`config.mk`:
```
export PLATFORM = sky130hd
export DESIGN_NAME = instr_fetch_ir_flat
export DESIGN_NICKNAME = d
export VERILOG_FILES = /design/src/rtl/instr_fetch_ir_pkg.sv /design/src/rtl/instr_fetch_ir_if.sv /design/src/rtl/instr_fetch_ir_pc_reg.sv /design/src/rtl/instr_fetch_ir.sv /design/src/flat_wrapper.sv
export SDC_FILE = /design/constraint.sdc
export NUM_CORES = 1
export LEC_CHECK = 0
export BUFFER_PORTS_ARGS = -buffer_cell sky130_fd_sc_hd__clkbuf_2
export CAP_MARGIN = 20
export CORE_MARGIN = 2
export CORE_UTILIZATION = 50
export CTS_CLUSTER_SIZE = 12
export DETAILED_ROUTE_END_ITERATION = 16
export PLACE_DENSITY_LB_ADDON = 0.2
export SETUP_SLACK_MARGIN = 0.2
export SYNTH_ARGS = -nofsm -noshare
export SYNTH_HDL_FRONTEND = slang
export SYNTH_SLANG_ARGS = --single-unit
```
`constraint.sdc`:
```
create_clock -name clk -period 4.81 [get_ports clk]
set_input_delay 1.443 -clock clk [delete_from_list [all_inputs] [get_ports clk]]
set_output_delay 1.443 -clock clk [all_outputs]
set_load 0.01 [all_outputs]
```
`src/rtl/instr_fetch_ir_pkg.sv`:
```
// Shared definitions for the fetch sequencer, control unit and immediate extend unit.
package instr_fetch_ir_pkg;

  localparam int unsigned ADDR_W  = 8;
  localparam int unsigned BYTE_W  = 8;
  localparam int unsigned INSTR_W = 16;

  // Instruction field positions
  localparam int unsigned OPC_MSB = 15;
  localparam int unsigned OPC_LSB = 12;
  localparam int unsigned LEN_MSB = 11;
  localparam int unsigned LEN_LSB = 10;
  localparam int unsigned IMM_MSB = 7;
  localparam int unsigned IMM_LSB = 0;

  typedef enum logic [1:0] {
    IDLE     = 2'd0,
    FETCH_HI = 2'd1,
    FETCH_LO = 2'd2,
    DONE     = 2'd3
  } fetch_state_e;

endpackage

```
`src/rtl/instr_fetch_ir_if.sv`:
```
// Byte-wide instruction memory read port with a single-cycle ack.
interface instr_fetch_ir_if;
  import instr_fetch_ir_pkg::*;

  logic              mem_rd;
  logic [ADDR_W-1:0] mem_addr;
  logic [BYTE_W-1:0] mem_rdata;
  logic              mem_ack;

  modport master (output mem_rd, output mem_addr, input mem_rdata, input mem_ack);
  modport slave  (input mem_rd, input mem_addr, output mem_rdata, output mem_ack);
endinterface

```
`src/rtl/instr_fetch_ir_pc_reg.sv`:
```
// Program counter: restore beats load beats increment.
module instr_fetch_ir_pc_reg
  import instr_fetch_ir_pkg::*;
#(
  parameter logic [ADDR_W-1:0] RESET_PC = 8'h00
) (
  input  logic              clk,
  input  logic              reset,
  input  logic              restore,
  input  logic [ADDR_W-1:0] restore_val,
  input  logic              load,
  input  logic [ADDR_W-1:0] load_val,
  input  logic              inc,
  output logic [ADDR_W-1:0] pc
);

  always_ff @(posedge clk) begin
    if (reset) begin
      pc <= RESET_PC;
    end else if (restore) begin
      pc <= restore_val;
    end else if (load) begin
      pc <= load_val;
    end else if (inc) begin
      pc <= pc + ADDR_W'(1);
    end
  end

endmodule

```
`src/rtl/instr_fetch_ir.sv`:
```
// Two-byte instruction fetch sequencer with an atomically committed instruction register.
module instr_fetch_ir
  import instr_fetch_ir_pkg::*;
#(
  parameter logic [ADDR_W-1:0] RESET_PC = 8'h00,
  parameter int unsigned       TIMEOUT  = 15,
  parameter int unsigned       TO_W     = 4
) (
  input  logic                       clk,
  input  logic                       reset,
  input  logic                       fetch_req,
  input  logic                       pc_load,
  input  logic [ADDR_W-1:0]          pc_load_val,
  instr_fetch_ir_if.master           mem,
  output logic                       busy,
  output logic                       instr_valid,
  output logic                       fetch_err,
  output logic [ADDR_W-1:0]          pc,
  output logic [INSTR_W-1:0]         ir,
  output logic [OPC_MSB-OPC_LSB:0]   opcode,
  output logic [LEN_MSB-LEN_LSB:0]   len_sel,
  output logic [IMM_MSB-IMM_LSB:0]   imm
);

  fetch_state_e      state, state_next;
  logic [BYTE_W-1:0] hi_buf;
  logic [TO_W-1:0]   to_cnt;
  logic [ADDR_W-1:0] start_pc;
  logic              timeout_hit;

  logic pc_ld, pc_inc, pc_rst;
  logic hi_ld, ir_ld, to_clr, to_inc, err_set, start_ld;

  assign timeout_hit = (to_cnt == TO_W'(TIMEOUT));

  always_ff @(posedge clk) begin
    if (reset) state <= IDLE;
    else       state <= state_next;
  end

  always_comb begin
    state_next = state;
    case (state)
      IDLE:     if (fetch_req) state_next = FETCH_HI;
      FETCH_HI: if (mem.mem_ack) state_next = FETCH_LO;
                else if (timeout_hit) state_next = IDLE;
      FETCH_LO: if (mem.mem_ack) state_next = DONE;
                else if (timeout_hit) state_next = IDLE;
      DONE:     state_next = IDLE;
      default:  state_next = IDLE;
    endcase
  end

  // Strobes and datapath enables decoded from the current state
  always_comb begin
    mem.mem_rd = 1'b0;
    busy       = 1'b0;
    pc_ld      = 1'b0;
    pc_inc     = 1'b0;
    pc_rst     = 1'b0;
    hi_ld      = 1'b0;
    ir_ld      = 1'b0;
    to_clr     = 1'b0;
    to_inc     = 1'b0;
    err_set    = 1'b0;
    start_ld   = 1'b0;
    case (state)
      IDLE: begin
        pc_ld    = pc_load;
        start_ld = fetch_req;
        to_clr   = 1'b1;
      end
      FETCH_HI, FETCH_LO: begin
        mem.mem_rd = 1'b1;
        busy       = 1'b1;
        if (mem.mem_ack) begin
          pc_inc = 1'b1;
          to_clr = 1'b1;
          hi_ld  = (state == FETCH_HI);
          ir_ld  = (state == FETCH_LO);
        end else if (timeout_hit) begin
          pc_rst  = 1'b1;
          err_set = 1'b1;
          to_clr  = 1'b1;
        end else begin
          to_inc = 1'b1;
        end
      end
      default: ;
    endcase
  end

  always_ff @(posedge clk) begin
    if (reset) begin
      ir          <= '0;
      hi_buf      <= '0;
      to_cnt      <= '0;
      start_pc    <= RESET_PC;
      instr_valid <= 1'b0;
      fetch_err   <= 1'b0;
    end else begin
      instr_valid <= (state == DONE);
      fetch_err   <= err_set;
      if (hi_ld) hi_buf <= mem.mem_rdata;
      if (ir_ld) ir <= {hi_buf, mem.mem_rdata};
      if (to_clr)      to_cnt <= '0;
      else if (to_inc) to_cnt <= to_cnt + TO_W'(1);
      // Remember the first-byte address so a timeout can rewind the PC
      if (start_ld) start_pc <= pc_load ? pc_load_val : pc;
    end
  end

  instr_fetch_ir_pc_reg #(.RESET_PC(RESET_PC)) u_pc_reg (
    .clk         (clk),
    .reset       (reset),
    .restore     (pc_rst),
    .restore_val (start_pc),
    .load        (pc_ld),
    .load_val    (pc_load_val),
    .inc         (pc_inc),
    .pc          (pc)
  );

  assign mem.mem_addr = pc;
  assign opcode       = ir[OPC_MSB:OPC_LSB];
  assign len_sel      = ir[LEN_MSB:LEN_LSB];
  assign imm          = ir[IMM_MSB:IMM_LSB];

endmodule
```
`src/flat_wrapper.sv`:
```
// flat-port wrapper written by rule: the top's interface ports become plain ports
module instr_fetch_ir_flat import instr_fetch_ir_pkg::*;
#(
  parameter logic [ADDR_W-1:0] RESET_PC = 8'h00,
  parameter int unsigned       TIMEOUT  = 15,
  parameter int unsigned       TO_W     = 4
)
  (clk, reset, fetch_req, pc_load, pc_load_val, busy, instr_valid, fetch_err, pc, ir, opcode, len_sel, imm, mem_mem_rd, mem_mem_addr, mem_mem_rdata, mem_mem_ack);
  instr_fetch_ir_if mem_i ();
  input  logic clk;
  input  logic reset;
  input  logic fetch_req;
  input  logic pc_load;
  input  logic [ADDR_W-1:0] pc_load_val;
  output logic busy;
  output logic instr_valid;
  output logic fetch_err;
  output logic [ADDR_W-1:0] pc;
  output logic [INSTR_W-1:0] ir;
  output logic [OPC_MSB-OPC_LSB:0] opcode;
  output logic [LEN_MSB-LEN_LSB:0] len_sel;
  output logic [IMM_MSB-IMM_LSB:0] imm;
  output wire logic [$bits(mem_i.mem_rd)-1:0] mem_mem_rd;
  output wire logic [$bits(mem_i.mem_addr)-1:0] mem_mem_addr;
  input wire logic [$bits(mem_i.mem_rdata)-1:0] mem_mem_rdata;
  input wire logic [$bits(mem_i.mem_ack)-1:0] mem_mem_ack;
  assign mem_mem_rd = mem_i.mem_rd;
  assign mem_mem_addr = mem_i.mem_addr;
  assign mem_i.mem_rdata = mem_mem_rdata;
  assign mem_i.mem_ack = mem_mem_ack;
  instr_fetch_ir #(.RESET_PC(RESET_PC), .TIMEOUT(TIMEOUT), .TO_W(TO_W)) u_core (.clk(clk), .reset(reset), .fetch_req(fetch_req), .pc_load(pc_load), .pc_load_val(pc_load_val), .mem(mem_i), .busy(busy), .instr_valid(instr_valid), .fetch_err(fetch_err), .pc(pc), .ir(ir), .opcode(opcode), .len_sel(len_sel), .imm(imm));
endmodule
```
==> metrics.txt <==
layout cell share with drive strength beyond 1=25.0%; clk_skew=0.00893 ns; synthesized cell area=2410 sq um; EDFF count, synth=0; # port buffers=70; RD Place Congestion=0.800; status=complete, no violations; Sw Share=28.1%; max-slew violation count=0; Post-Synthesis Cells=297; largest net degree at the start of global routing=44; worst-path maximum fanout=11; clk sinks=48; most area-consuming cells after synthesis=dfxtp_1 40%, nand2_1 7.6%, buf_4 7.2%; top cells by count, synth=49 x nand2_1, 48 x dfxtp_1, 33 x a21oi_1; I/O pins=71; Post-CTS Resized=0; site row count=25; ANT cells=0; die area=5380 sq um; Worst Setup Start Kind=flip-flop; Logic pwr share=17.3%; sequential share of power=50.0%; Unique masters post-synth=39; power per cell area=330 nW/um^2; Post-DRT Antenna Nets=0; ys flop type=dfxtp_1; hold_ws=0.456 ns; final setup fails=0; syn nets=325; Syn. warnings=0; setup_tns=0 ns; Mapped Avg Cell Area=8.10 sq um; Chip Width=73.4 um; sequential-to-total area share from yosys stat=39.9%; Worst slew margin=40.1%; P_leak=1.13 nW; Layout area overhead=11.5%; Clk pwr share=32.7%; crit path capture type=output pin; HP Class=reg2reg; post-route cell area=2680 sq um; Die H=73.4 um; DRT iter0 DRCs=92; wire per inst=13.0 um; Total GRT Usage=19.6%; Internal=0.637 mW; Critical Path AT=1.50 ns; Hold Vio Cnt, Final=0; clock buffer depth=2; maximum capacitance violations=0; post-synthesis async set-or-reset flop share=0%; Post-DP Area=2580 sq um; maximum VDD drop=0.000135 V; first-pass iteration count of the detailed router=4; CTS tree=done; GRT overflow=0; top-count cell post-synth=nand2_1; number of remaining DRC errors=0; Via Count=2102; area share of the largest cell type after synthesis=39.9%; RSZ-0062 raised after global routing=false; Tcrit/Tclk final=61.1%; # fillers=463; Clk pin slew, worst setup/hold paths=0.09 ns; Synth area leader=dfxtp_1; min Tclk post-route=2.94 ns; initial core utilization=51.3%; Tot Pwr=0.886 mW; worst path required time=3.37 ns; vias in the first global route=1827; worst-margin pin slew=0.898 ns; post-synthesis register bit count=48; Psw=0.249 mW; f_max=0.340 GHz; postcts setup bufs=0; initial antenna violation count=0; Total Wirelength=5070 um; Crit Path Class=reg2out; Via density=5.39; htree depth=2; root buffer cell=clkbuf_8; core area=4690 sq um; later-pin clock latency in the skew report=0.30 ns; total CTS buffers=5; HPWL Detailed=3530 um; CTS Hold Bufs=0; final-stage net count=363; first-pass GRT wire length=8290 um
[flip-flops by register name, indices dropped and copies added, names as in the netlist]
| signal | flops |
|---|---|
| u_core.instr_valid | 1 |
| u_core.state | 2 |
| u_core.start_pc | 8 |
| u_core.to_cnt | 4 |
| u_core.hi_buf | 8 |
| u_core.ir | 16 |
| u_core.fetch_err | 1 |
| u_core.u_pc_reg.pc | 8 |
[routing by layer]
metal	global-route usage, %	vias up	part of all wire [%]
li1	-	1091	-
met4	6.06	0	1.3
met3	4.94	6	4.3
met2	33.7	47	49
met5	0	-	0
met1	24.0	958	45
[worst max-delay path, stage by stage, from the launching register on]
cell,delay [ns]
dfxtp_1,0.38
inv_1,0.11
ha_1,0.51
clkbuf_2,0.20
[power groups by stage]
| stage | combinational, mW | clock [mW] | sequential (mW) |
|---|---|---|---|
| floorplan | 0.121 | 0 | 0.449 |
| global placement | 0.152 | 0 | 0.453 |
| detailed placement | 0.153 | 0 | 0.453 |
| CTS | 0.155 | 0.298 | 0.444 |
| global route | 0.171 | 0.311 | 0.447 |
| finish | 0.153 | 0.290 | 0.443 |
[kinds of logic (layout without fill, tap and decap cells)]
logic type | count (synthesis) | after routing | synth area share (%)
DFF | 48 | 48 | 39.9
muxes | 9 | 9 | 3.74
and+or+nand+nor | 110 | 110 | 20.1
buffers and inverters | 45 | 84 | 11.2
adders and majority gates | 7 | 7 | 3.64
AOI/OAI and AO/OA | 72 | 72 | 19.2
xor gates and xnor gates | 6 | 6 | 2.18
[metrics by stage]
step | setup WS (ns) | util (%) | std cells
2_1_floorplan | 2.41 | - | 297
3_3_place_gp | 1.92 | 54.9 | 382
3_5_place_dp | 1.91 | 54.9 | 382
4_1_cts | 1.85 | 57.2 | 390
5_1_grt | 1.77 | 57.2 | 390
6_report | 1.87 | 57.2 | 390
[cell type report]
type	instances	area [sq um]	share of cell area, %
clock buffer	6	72.6	2.70
tap	54	67.6	2.52
timing repair buffer	70	350	13.1
multi-input combinational	204	1170	43.8
clock inverter	2	35.0	1.31
inverter	6	22.5	0.839
sequential	48	961	35.8
[cells in the final DEF (no fill, tap or decap), drive strengths merged]
cell type,n
a2111oi,1
a211o,3
a211oi,12
a21o,1
a21oi,34
a31o,4
a31oi,1
a32oi,3
a41oi,1
and2,2
and2b,1
and3,2
bufinv,1
clkbuf,76
clkinv,1
dfxtp,48
ha,7
inv,6
mux2i,9
nand2,49
nand2b,2
nand3,19
nand4,1
nor2,24
nor2b,4
nor3,4
o211ai,2
o21a,2
o21ai,7
o31ai,1
or3,2
xnor2,2
xor2,4
[final timing paths]
path	startpoint	endpoint	slack, ns	cells past startpoint
max	u_core.state[1]$_SDFFE_PP0P_	mem_mem_rd	1.87	3
min	u_core.hi_buf[2]$_SDFFE_PP0P_	u_core.ir[10]$_SDFFE_PP0P_	0.46	2
max reg2reg	u_core.state[1]$_SDFFE_PP0P_	u_core.u_pc_reg.pc[0]$_SDFFE_PP0P_	2.77	6
min reg2reg	u_core.hi_buf[2]$_SDFFE_PP0P_	u_core.ir[10]$_SDFFE_PP0P_	0.46	2
No activity file was read; power rests on OpenSTA's default activity.
